==> src/rtl/pe_mult_pkg.sv <==
// Shared definitions for the pe_mult_pipe multiplier: pipeline depth, stage-0 sideband, width limit.
package pe_mult_pkg;

  localparam int MAX_WIDTH = 32;

  typedef struct packed {
    logic vld;
    logic sgn;
  } sb_t;

  // One operand register stage plus one register per adder-tree level.
  function automatic int depth(input int width);
    return $clog2(width) + 1;
  endfunction

endpackage

==> src/rtl/pe_pipe_reg.sv <==
// Generic pipeline register: synchronous active-high clear to 0, load when en is high.
module pe_pipe_reg #(
  parameter int WIDTH = 1
) (
  input  logic             clk,
  input  logic             rst,
  input  logic             en,
  input  logic [WIDTH-1:0] d,
  output logic [WIDTH-1:0] q
);

  always_ff @(posedge clk) begin
    if (rst) begin
      q <= '0;
    end else if (en) begin
      q <= d;
    end
  end

endmodule

==> src/rtl/pe_mult_pipe.sv <==
// Fully pipelined WIDTH x WIDTH signed/unsigned multiplier with valid/ready backpressure.
// Define PE_MULT_TAG_EN to carry a TAG_W-bit sideband tag alongside each product.
module pe_mult_pipe
  import pe_mult_pkg::*;
#(
  parameter int WIDTH = 8
`ifdef PE_MULT_TAG_EN
  ,
  parameter int TAG_W = 4
`endif
) (
  input  logic               clk,
  input  logic               rst,
  input  logic               in_valid,
  output logic               in_ready,
  input  logic [WIDTH-1:0]   in_a,
  input  logic [WIDTH-1:0]   in_b,
  input  logic               in_signed,
  output logic               out_valid,
  input  logic               out_ready,
  output logic [2*WIDTH-1:0] out_data,
  output logic               busy
`ifdef PE_MULT_TAG_EN
  ,
  input  logic [TAG_W-1:0]   in_tag,
  output logic [TAG_W-1:0]   out_tag
`endif
);

  localparam int D     = depth(WIDTH);
  localparam int LVLS  = D - 1;
  localparam int PW    = 2 * WIDTH;
  localparam int NODES = 2 * WIDTH - 1;

  if (WIDTH < 4 || WIDTH > MAX_WIDTH || (WIDTH & (WIDTH - 1)) != 0) begin : g_bad_width
    $error("pe_mult_pipe: WIDTH must be a power of two in 4..%0d", MAX_WIDTH);
  end

  // Partial product of one multiplier bit; the sign-bit row is negated in signed mode.
  function automatic logic signed [PW-1:0] part_prod(input logic signed [PW-1:0] a_ext,
                                                     input logic b_bit,
                                                     input logic neg);
    logic signed [PW-1:0] p;
    p = b_bit ? a_ext : '0;
    return neg ? -p : p;
  endfunction

  logic                 adv;
  logic [LVLS:0]        vld_p;
  sb_t                  sb_d;
  sb_t                  sb_p0;
  logic [WIDTH-1:0]     a_p0;
  logic [WIDTH-1:0]     b_p0;
  logic signed [PW-1:0] a_ext_p0;
  // Tree nodes: [0, WIDTH) are stage-0 partial products, then each registered level in turn.
  logic [PW-1:0]        node [NODES];

  assign adv      = !out_valid || out_ready;
  assign in_ready = adv;
  assign sb_d     = '{vld: in_valid && adv, sgn: in_signed};

  // Stage 0: operand capture
  pe_pipe_reg #(.WIDTH(WIDTH)) u_a_p0 (
    .clk(clk), .rst(rst), .en(adv), .d(in_a), .q(a_p0)
  );
  pe_pipe_reg #(.WIDTH(WIDTH)) u_b_p0 (
    .clk(clk), .rst(rst), .en(adv), .d(in_b), .q(b_p0)
  );
  pe_pipe_reg #(.WIDTH($bits(sb_t))) u_sb_p0 (
    .clk(clk), .rst(rst), .en(adv), .d(sb_d), .q(sb_p0)
  );

  assign vld_p[0]  = sb_p0.vld;
  assign a_ext_p0  = {{WIDTH{sb_p0.sgn & a_p0[WIDTH-1]}}, a_p0};

  for (genvar i = 0; i < WIDTH; i++) begin : g_pp
    assign node[i] = part_prod(a_ext_p0, b_p0[i], sb_p0.sgn && (i == WIDTH - 1)) << i;
  end

`ifdef PE_MULT_TAG_EN
  logic [TAG_W-1:0] tag_p [D];

  pe_pipe_reg #(.WIDTH(TAG_W)) u_tag_p0 (
    .clk(clk), .rst(rst), .en(adv), .d(in_tag), .q(tag_p[0])
  );
`endif

  // Stages 1..LVLS: one pairwise adder level per stage; the last one is the output register
  for (genvar l = 1; l <= LVLS; l++) begin : g_lvl
    localparam int N    = WIDTH >> l;
    localparam int OFF  = 2 * WIDTH - 2 * N;
    localparam int POFF = 2 * WIDTH - 4 * N;

    for (genvar j = 0; j < N; j++) begin : g_node
      logic [PW-1:0] sum;
      assign sum = node[POFF + 2 * j] + node[POFF + 2 * j + 1];
      pe_pipe_reg #(.WIDTH(PW)) u_sum (
        .clk(clk), .rst(rst), .en(adv), .d(sum), .q(node[OFF + j])
      );
    end

    pe_pipe_reg #(.WIDTH(1)) u_vld (
      .clk(clk), .rst(rst), .en(adv), .d(vld_p[l-1]), .q(vld_p[l])
    );

`ifdef PE_MULT_TAG_EN
    pe_pipe_reg #(.WIDTH(TAG_W)) u_tag (
      .clk(clk), .rst(rst), .en(adv), .d(tag_p[l-1]), .q(tag_p[l])
    );
`endif
  end

  assign out_valid = vld_p[LVLS];
  assign out_data  = node[NODES-1];
  assign busy      = |vld_p;

`ifdef PE_MULT_TAG_EN
  assign out_tag = tag_p[LVLS];
`endif

endmodule

==> config.mk <==
export PLATFORM = sky130hd
export DESIGN_NAME = pe_mult_pipe
export DESIGN_NICKNAME = d
export VERILOG_FILES = /design/src/rtl/pe_mult_pkg.sv /design/src/rtl/pe_pipe_reg.sv /design/src/rtl/pe_mult_pipe.sv
export SDC_FILE = /design/constraint.sdc
export NUM_CORES = 1
export LEC_CHECK = 0
export BUFFER_PORTS_ARGS = -buffer_cell sky130_fd_sc_hd__buf_2
export CORE_ASPECT_RATIO = 1.25
export CORE_MARGIN = 4
export CORE_UTILIZATION = 57
export DETAILED_ROUTE_END_ITERATION = 7
export PLACE_DENSITY_LB_ADDON = 0.15
export SKIP_LAST_GASP = 1
export SYNTH_ARGS = -nofsm -noshare
export SYNTH_HDL_FRONTEND = slang
export SYNTH_SLANG_ARGS = --single-unit
==> constraint.sdc <==
create_clock -name clk -period 3.53 [get_ports clk]
set_input_delay 0.706 -clock clk [delete_from_list [all_inputs] [get_ports clk]]
set_output_delay 0.706 -clock clk [all_outputs]
set_load 0.005 [all_outputs]
==> results.yml, run 1 <==
run_status:
  status: "complete, no violations"
logic_synthesis:
  syn_area_sq_um: 7480
  synth.area.top_cells: "dfxtp_1, ha_1, nand2_1, a21oi_1, and2_1"
  async_reset_ff_frac: 0
  syn_nets: 1056
  synth_cells: 959
  synth_edf_count: 0
  yosysTopAreaCell: "dfxtp_1"
  yosysUniqueCellTypes: 58
  yosysTopAreaCellShare: 0.313
  synth-main-ff-cell: "dfxtp_1"
  ys_top_cells_by_count: "nand2_1, dfxtp_1, a21oi_1"
  ys_seq_area_frac: 0.313
  yosys.cell_count.top_type: "nand2_1"
  yosysWarnings: 0
  avgSynthCellArea_sq_um: 7.80
  synth_seq_cells: 117
floorplan:
  core_sq_um: 12800
  start_util: 0.585
  rows: 46
  ios: 40
  die_w_microns: 110
  die-height_microns: 136
  die_area_sq_um: 15000
timing:
  fmax_ghz: 0.317
  post-route-period-util: 0.895
  finClkSkew_ns: 0.00743
  finalSetupTns_ns: 0
  min_period_ns: 3.16
  setup_viol: 0
  tightest_slew_ns: 0.632
  slew_headroom: 0.579
  drv_slew: 0
  grt_setup_unrepaired: "false"
  hold_viol: 0
flow_run:
  max_cap_violations: 0
setup_path:
  regToRegSetupSlack_ns: 0.37
  r2r-end: "g_lvl[1].g_node[3].u_sum.q[14]"
  startpoint_type: "flop"
  reg2reg_from: "u_a_p0.q[0]"
  reg2reg_depth: 11
  critical_path_class: "flop to flop"
  critical_path_required_ns: 3.84
  critPathCaptureType: "flop"
  cp.arrival_ns: 3.47
  crit_fanout: 11
clock_network:
  clk_pin_slew_worst_paths_ns: 0.06
  cts_max_path_buffers: 2
  tritoncts: "done"
  clock-root-buffer: "clkbuf_16"
  numCtsBuffers: 17
  hold_buffers: 0
  cts.repair.resized: 0
  htreeDepth: 4
  post_cts_buffers: 0
  cts_sinks: 117
  insertion_delay_ns: 0.41
drt:
  totalWireLength_microns: 16800
  vias: 6545
  drc_errors: 0
  via_per_inst: 5.67
  ant_nets: 0
  wire_per_inst_microns: 14.5
  dr.pass1.iters: 5
  drt_iter0_markers: 291
grt:
  grt_first_pass_wirelength_microns: 29000
  gr-usage-all-layers: 0.232
  grt_pass1_vias: 6137
  antenna_found_initial: 0
  overflow: 0
  grt_max_degree: 113
finish:
  drive_gt1_frac: 0.100
  syn_to_final_growth_pct: 12.1
  finish.utilization: 0.656
  nets: 1071
  antennaDiodeCount: 0
pwr:
  p_per_area_nw_per_um2: 411
  power_mw: 3.45
  leakage_nw: 3.73
  ir_worst_vdd_mv: 0.252
min_path:
  holdPathStages: 2
  whs_endpoint: "g_lvl[3].g_node[0].u_sum.q[9]"
  min_path_type: "flop to flop"
  worstHoldStart: "g_lvl[3].g_node[0].u_sum.q[9]"
placement:
  dp_hpwl_microns: 11800
  portBuffers: 39
  place_congestion: 0.839
stage by stage:
step / hold slack, ns / setup slack (ns) / area [sq um] / instances
2_1_floorplan: 0.432 / 0.637 / 7480 / 959
3_3_place_gp: 0.437 / 0.531 / 7790 / 1123
3_5_place_dp: 0.442 / 0.437 / 7790 / 1123
4_1_cts: 0.448 / 0.380 / 8380 / 1155
5_1_grt: 0.468 / 0.0314 / 8380 / 1155
6_report: 0.448 / 0.372 / 8380 / 1155
flip-flops by register name, summed over array words and instances, names as in the netlist:
register / cells
u_sb_p0.q: 2
g_lvl.g_node.u_sum.q: 96
u_a_p0.q: 8
u_b_p0.q: 8
g_lvl.u_vld.q: 3
routing by layer:
metal / vias to the layer above / routed length, microns / share of wire / global-route usage
met4: 0 / 415 / 0.025 / 0.0897
met2: 140 / 8080 / 0.48 / 0.391
li1: 3370 / - / - / -
met1: 3005 / 7600 / 0.45 / 0.295
met5: - / 0 / 0 / 0
met3: 30 / 712 / 0.042 / 0.0450
cell families after synthesis:
family	synth area share
DFF	0.313
AOI/OAI and AO/OA	0.217
adders and majority gates	0.134
buffers and inverters	0.0447
muxes	0.00720
xor gates and xnor gates	0.0504
and+or+nand+nor	0.233
critical path, stage by stage (launching register included):
cell       delay [ns]
dfxtp_1          0.54
and2_1           0.22
inv_1            0.05
ha_1             0.22
nor2_1           0.27
a211oi_1         0.10
a311oi_1         0.27
ha_1             0.31
o21a_1           0.13
a2111oi_0        0.56
o31ai_1          0.16
a31o_2           0.23
worst max path at each step:
stage | from | end | slack (ns)
2_1_floorplan | u_b_p0.q[7] | g_lvl[1].g_node[3].u_sum.q[14] | 0.64
3_3_place_gp | u_a_p0.q[0] | g_lvl[1].g_node[3].u_sum.q[14] | 0.53
3_5_place_dp | u_a_p0.q[0] | g_lvl[1].g_node[3].u_sum.q[14] | 0.44
4_1_cts | u_a_p0.q[0] | g_lvl[1].g_node[3].u_sum.q[14] | 0.38
5_1_grt | u_a_p0.q[0] | g_lvl[1].g_node[3].u_sum.q[14] | 0.03
6_report | u_a_p0.q[0] | g_lvl[1].g_node[3].u_sum.q[14] | 0.37
layout make-up:
cell class / instances / area [sq um]
multi-input combinational: 754 / 4810
clock inverter: 12 / 128
inverter: 36 / 136
fill: 1148 / 4400
clock buffer: 20 / 467
timing repair buffer: 48 / 290
tap: 168 / 210
sequential: 117 / 2340
where the power goes:
| group | switching (mW) | internal [mW] |
|---|---|---|
| clock network | 0.628 | 1.09 |
| logic | 0.169 | 0.134 |
| registers | 0.0526 | 1.37 |
| total | 0.849 | 2.60 |
cell usage in the layout (no fill, tap or decap), drive strengths merged, types with 13 or more instances in the layout:
master  netlist  routed
nand2       144     144
dfxtp       117     117
a21oi       102     102
nor2         82      82
ha           69      69
and2         55      55
buf          13      48
o21ai        46      46
inv          36      36
a211oi       31      31
xnor2        27      27
nand3        20      20
clkbuf       39      20
xor2         16      16
a21o         16      16
nor3         13      13
No activity file was read; power rests on OpenSTA's default activity.
==> inputs of run 2 (changes only) <==
CELL_PAD_IN_SITES_DETAIL_PLACEMENT = 0   (was default)
CELL_PAD_IN_SITES_GLOBAL_PLACEMENT = 2   (was default)
CORE_UTILIZATION = 37   (was 57)
==> run 2 against run 1 <==
  * Cell count rose by 8.7%
  * Wire length rose by 12%
  * Global-route usage fell by 6.0 points
  * Total power fell by 1.2%
  * Critical path depth did not move
  * Largest cell class unchanged
  * Core utilization fell by 22 points
  * Critical path type unchanged
  * Largest power group unchanged
  * Sequential share of layout area fell by 0.36 points
  * Die area rose by 50%
  * Critical endpoint unchanged
==> results.yml, run 2 (synthesis results as in run 1) <==
pwr:
  switching_power_uw: 875
  ir_worst_vdd_mv: 0.322
  leakage_nw: 3.72
  clockPowerShare: 0.490
  sequentialPowerShare: 0.418
  p_int_mw: 2.53
  p_sw_frac: 0.257
  combPwrFrac: 0.092
  p_per_area_nw_per_um2: 401
  power_mw: 3.41
timing:
  min_period_ns: 2.92
  setup_viol: 0
  drv_slew: 0
  hold_viol: 0
  tightest_slew_ns: 0.608
  grt_setup_unrepaired: "false"
  post-route-period-util: 0.826
  fmax_ghz: 0.343
  finClkSkew_ns: 0.0106
  finalSetupTns_ns: 0
  slew_headroom: 0.594
setup_path:
  reg2reg_depth: 11
  cp.arrival_ns: 3.22
  reg2reg_from: "u_b_p0.q[7]"
  critical_path_class: "flop to flop"
  crit_fanout: 4
  r2r-end: "g_lvl[1].g_node[3].u_sum.q[14]"
  critical_path_required_ns: 3.83
  regToRegSetupSlack_ns: 0.61
  startpoint_type: "flop"
  critPathCaptureType: "flop"
placement:
  place_congestion: 0.786
  portBuffers: 39
  place_area_sq_um: 7920
  dp_hpwl_microns: 13600
clock_network:
  tritoncts: "done"
  cts_sinks: 117
  hold_buffers: 0
  numCtsBuffers: 17
  cts_max_path_buffers: 2
  cts.repair.resized: 0
  htreeDepth: 4
  post_cts_buffers: 0
  clk_pin_slew_worst_paths_ns: 0.06
  clock-root-buffer: "clkbuf_16"
  insertion_delay_ns: 0.41
finish:
  seq_area_sq_um: 2340
  multi_input_area_sq_um: 4810
  largest_register: "g_lvl.g_node.u_sum.q"
  layout_commonest_cell: "nand2_1"
  largest_reg_flops: 96
  n_fill_cell: 2087
  mostFrequentLayoutCells: "nand2_1, dfxtp_1, a21oi_1, nor2_1, ha_1"
  nets: 1074
  design_area_sq_um: 8490
  antennaDiodeCount: 0
  syn_to_final_growth_pct: 13.6
  drive_gt1_frac: 0.102
  biggestRegsByFlops: "g_lvl.g_node.u_sum.q (96), u_a_p0.q (8), u_b_p0.q (8)"
drt:
  drt_iter0_markers: 180
  dr.pass1.iters: 4
  drc_errors: 0
  totalWireLength_microns: 18800
  vias: 6339
  wire_per_inst_microns: 15.0
  ant_nets: 0
  via_per_inst: 5.05
floorplan:
  die-height_microns: 167
  die_w_microns: 135
  start_util: 0.380
  ios: 40
  rows: 57
  core_sq_um: 19700
  die_area_sq_um: 22600
flow_run:
  max_cap_violations: 0
grt:
  grt_first_pass_wirelength_microns: 31600
  antenna_found_initial: 0
  overflow: 0
  grt_pass1_vias: 6276
  grt_max_degree: 113
  gr-usage-all-layers: 0.172
min_path:
  holdPathStages: 2
  min_path_type: "flop to flop"
  whs_endpoint: "g_lvl[3].g_node[0].u_sum.q[11]"
  worstHoldStart: "g_lvl[3].g_node[0].u_sum.q[11]"
run_status:
  status: "complete, no violations"
==> run 2: changes by cell type in the layout (fill, tap and decap cells not counted), sizes merged <==
cell,before,now
clkinv,6,3
buf,48,51
bufinv,2,1
inv,36,38
clkbuf,20,21
clkinvlp,4,5
==> run 2: through the flow <==
stage / hold WS [ns] / cells / setup WS, ns / util
after floorplan: 0.432 / 959 / 0.637 / -
after global placement: 0.437 / 1223 / 0.671 / 0.402
after detailed placement: 0.444 / 1223 / 0.656 / 0.402
after CTS: 0.450 / 1255 / 0.574 / 0.431
after global routing: 0.465 / 1255 / 0.253 / 0.431
final: 0.446 / 1255 / 0.613 / 0.431
==> run 2: power groups by stage <==
| stage | Clock (mW) | Combinational [mW] | Sequential [mW] |
|---|---|---|---|
| 2_1_floorplan | 0 | 0.236 | 1.43 |
| 6_report | 1.67 | 0.312 | 1.42 |
| 4_1_cts | 1.72 | 0.317 | 1.43 |
| 3_3_place_gp | 0 | 0.316 | 1.45 |
| 3_5_place_dp | 0 | 0.313 | 1.46 |
| 5_1_grt | 1.77 | 0.357 | 1.43 |
==> run 2: worst max-delay path: stages (launching register included) <==
cell       delay (ns)
dfxtp_1          0.33
and2_1           0.16
inv_1            0.05
ha_1             0.21
nor2_1           0.28
a211oi_1         0.09
a311oi_1         0.29
ha_1             0.32
o21a_1           0.13
a2111oi_0        0.54
o31ai_1          0.16
a31o_2           0.23
==> run 2: per-layer routing <==
layer	GRT usage	share of wire
met5	0	0
met2	0.292	0.48
met4	0.0500	0.013
met1	0.223	0.49
met3	0.0320	0.022
==> run 2: cell type report <==
type | count | area share
well taps | 265 | 0.0391
clock buffers | 21 | 0.0554
clock inverters | 11 | 0.0118
flip-flops and latches | 117 | 0.276
repair buffers | 51 | 0.0354
multi-input cells | 754 | 0.566
inverters | 36 | 0.0162
==> run 2: worst max-delay path by stage <==
stage	end	slack, ns	from
3_3_place_gp	g_lvl[1].g_node[3].u_sum.q[14]	0.67	u_b_p0.q[7]
6_report	g_lvl[1].g_node[3].u_sum.q[14]	0.61	u_b_p0.q[7]
5_1_grt	g_lvl[1].g_node[3].u_sum.q[14]	0.25	u_b_p0.q[7]
4_1_cts	g_lvl[1].g_node[3].u_sum.q[14]	0.57	u_b_p0.q[7]
3_5_place_dp	g_lvl[1].g_node[3].u_sum.q[14]	0.66	u_b_p0.q[7]
2_1_floorplan	g_lvl[1].g_node[3].u_sum.q[14]	0.64	u_b_p0.q[7]
==> inputs of run 3 (changes only) <==
CORE_UTILIZATION = 34   (was 37)
clock period = 2.55 ns   (was 3.53 ns; I/O delays follow)
==> run 3 against run 2 <==
  * Clock-buffer cell count decreased by 1
  * Die area increased by 8.3%
  * Worst setup slack got worse by 0.58 ns
  * Clock power rose by 56%
  * Core utilization is 1.6 points lower
  * Combinational power rose by 63%
  * Critical path type unchanged
  * Non-clock buffer count up 29
==> results.yml, run 3 (synthesis results as in run 1) <==
run_status:
  status: "complete, no violations"
finish:
  syn_to_final_growth_pct: 20.0
  mostFrequentLayoutCells: "nand2_1, dfxtp_1, a21oi_1, nor2_1, ha_1"
  nets: 1103
  finish.utilization: 0.415
  layout_commonest_cell: "nand2_1"
  drive_gt1_frac: 0.153
  largest_register: "g_lvl.g_node.u_sum.q"
  n_fill_cell: 2259
  largest_reg_flops: 96
  design_area_sq_um: 8970
  biggestRegsByFlops: "g_lvl.g_node.u_sum.q (96), u_a_p0.q (8), u_b_p0.q (8)"
  seq_area_sq_um: 2340
  antennaDiodeCount: 0
  multi_input_area_sq_um: 4970
drt:
  vias: 6426
  drt_iter0_markers: 204
  met3_length_microns: 542
  met1_length_microns: 9460
  via_per_inst: 4.95
  drc_errors: 0
  ant_nets: 0
  dr.max_layer_used: "met4"
  wire_per_inst_microns: 15.2
  totalWireLength_microns: 19700
  dr.pass1.iters: 4
  route.met2.wl_microns: 9460
floorplan:
  die-height_microns: 174
  rows: 60
  die_w_microns: 141
  ios: 40
  core_sq_um: 21600
  start_util: 0.346
  die_area_sq_um: 24400
clock_network:
  tritoncts: "done"
  numCtsBuffers: 17
  clock-root-buffer: "clkbuf_16"
  cts_max_path_buffers: 2
  insertion_delay_ns: 0.42
  hold_buffers: 0
  htreeDepth: 4
  clk_pin_slew_worst_paths_ns: 0.06
  cts_sinks: 117
placement:
  place_area_sq_um: 8170
  place_congestion: 0.784
  post-place-ws_ns: -0.0431
  portBuffers: 39
  dp_hpwl_microns: 14400
flow_run:
  max_cap_violations: 0
pwr:
  ir_worst_vdd_mv: 0.452
  p_per_area_nw_per_um2: 564
  leakage_nw: 3.95
  power_mw: 5.06
setup_path:
  cpPeakStageDelay_ns: 0.41
  cp.arrival_ns: 2.88
  critical_path_class: "flop to flop"
  critical_path_buf_inv_count: 0
  crit_fanout: 4
  path_cells: "or2_1 > o41a_1 > nand2_1 > xor2_1 > ha_1 > or2_2 > a21oi_2 > o2111ai_2 > o31ai_4 > a31o_2"
  reg2reg_depth: 10
  path_delay_family: "compound AO/OA/AOI/OAI gates"
  cp_slowest_cell: "o41a_1"
  critical_path_required_ns: 2.91
  critPathCaptureType: "flop"
  regToRegSetupSlack_ns: 0.03
  startpoint_type: "flop"
  r2r-end: "g_lvl[1].g_node[3].u_sum.q[14]"
  reg2reg_from: "u_a_p0.q[2]"
grt:
  overflow: 0
  grt_max_degree: 113
  grt_pass1_vias: 6459
  antenna_found_initial: 0
  grt_first_pass_wirelength_microns: 33000
  gr-usage-all-layers: 0.167
timing:
  hold_viol: 0
  finClkSkew_ns: 0.00803
  setup_viol: 0
  post-route-period-util: 0.987
  drv_slew: 0
  min_period_ns: 2.52
  fmax_ghz: 0.397
  grt_setup_unrepaired: "true"
  tightest_slew_ns: 0.519
  slew_headroom: 0.654
  setup_slack_ns: 0.0329
min_path:
  worstHoldStart: "in_b[5]"
  whs_endpoint: "u_b_p0.q[5]"
  min_path_type: "primary input to flop"
  holdPathStages: 3
==> run 3: report_power, final <==
group	switching, mW	leakage, nW	internal (mW)
Clock	0.910	0.306	1.69
Sequential	0.0525	0.954	1.90
Combinational	0.282	2.69	0.226
Total	1.25	3.95	3.81
==> run 3: area by class of cell <==
class	count	share of cell area
Multi-Input combinational cell	754	0.555
Timing Repair Buffer	80	0.0592
Inverter	36	0.0153
Sequential cell	117	0.261
Clock buffer	20	0.0509
Tap cell	279	0.0389
Clock inverter	12	0.0197
==> run 3: timing repair <==
action	CTS	global route
gates resized for setup	5	26
pin swaps	1	13
setup endpoints to repair	2	7
setup buffers	0	1
==> run 3: tightest hold or removal path, stage by stage <==
cell and delay [ns]:
buf_2 0.10, nand2_1 0.05, a21oi_1 0.05
==> run 3: per-stage QoR <==
| stage | hold WS [ns] | setup TNS [ns] | std cells |
|---|---|---|---|
| after floorplan | 0.432 | -0.0173 | 959 |
| after CTS | 0.311 | -0.0420 | 1297 |
| final | 0.333 | 0 | 1298 |
| after detailed placement | 0.441 | -0.0547 | 1265 |
| after global placement | 0.435 | -0.0292 | 1265 |
| after global routing | 0.315 | -0.131 | 1298 |
==> run 3: worst max-delay path by stage <==
stage	cells past startpoint	slack, ns	end	startpoint
6_report	10	0.03	g_lvl[1].g_node[3].u_sum.q[14]	u_a_p0.q[2]
3_5_place_dp	13	-0.04	g_lvl[1].g_node[3].u_sum.q[15]	u_b_p0.q[7]
5_1_grt	9	-0.09	g_lvl[1].g_node[3].u_sum.q[14]	u_a_p0.q[2]
3_3_place_gp	11	-0.03	g_lvl[1].g_node[3].u_sum.q[14]	u_b_p0.q[7]
4_1_cts	12	-0.03	g_lvl[1].g_node[3].u_sum.q[14]	u_b_p0.q[7]
2_1_floorplan	12	-0.02	g_lvl[1].g_node[3].u_sum.q[14]	u_b_p0.q[7]
==> run 3: metal layers <==
| metal | GRT usage | vias up |
|---|---|---|
| li1 | - | 3429 |
| met1 | 0.216 | 2906 |
| met2 | 0.283 | 68 |
| met3 | 0.0290 | 23 |
| met4 | 0.0489 | 0 |
| met5 | 0 | - |
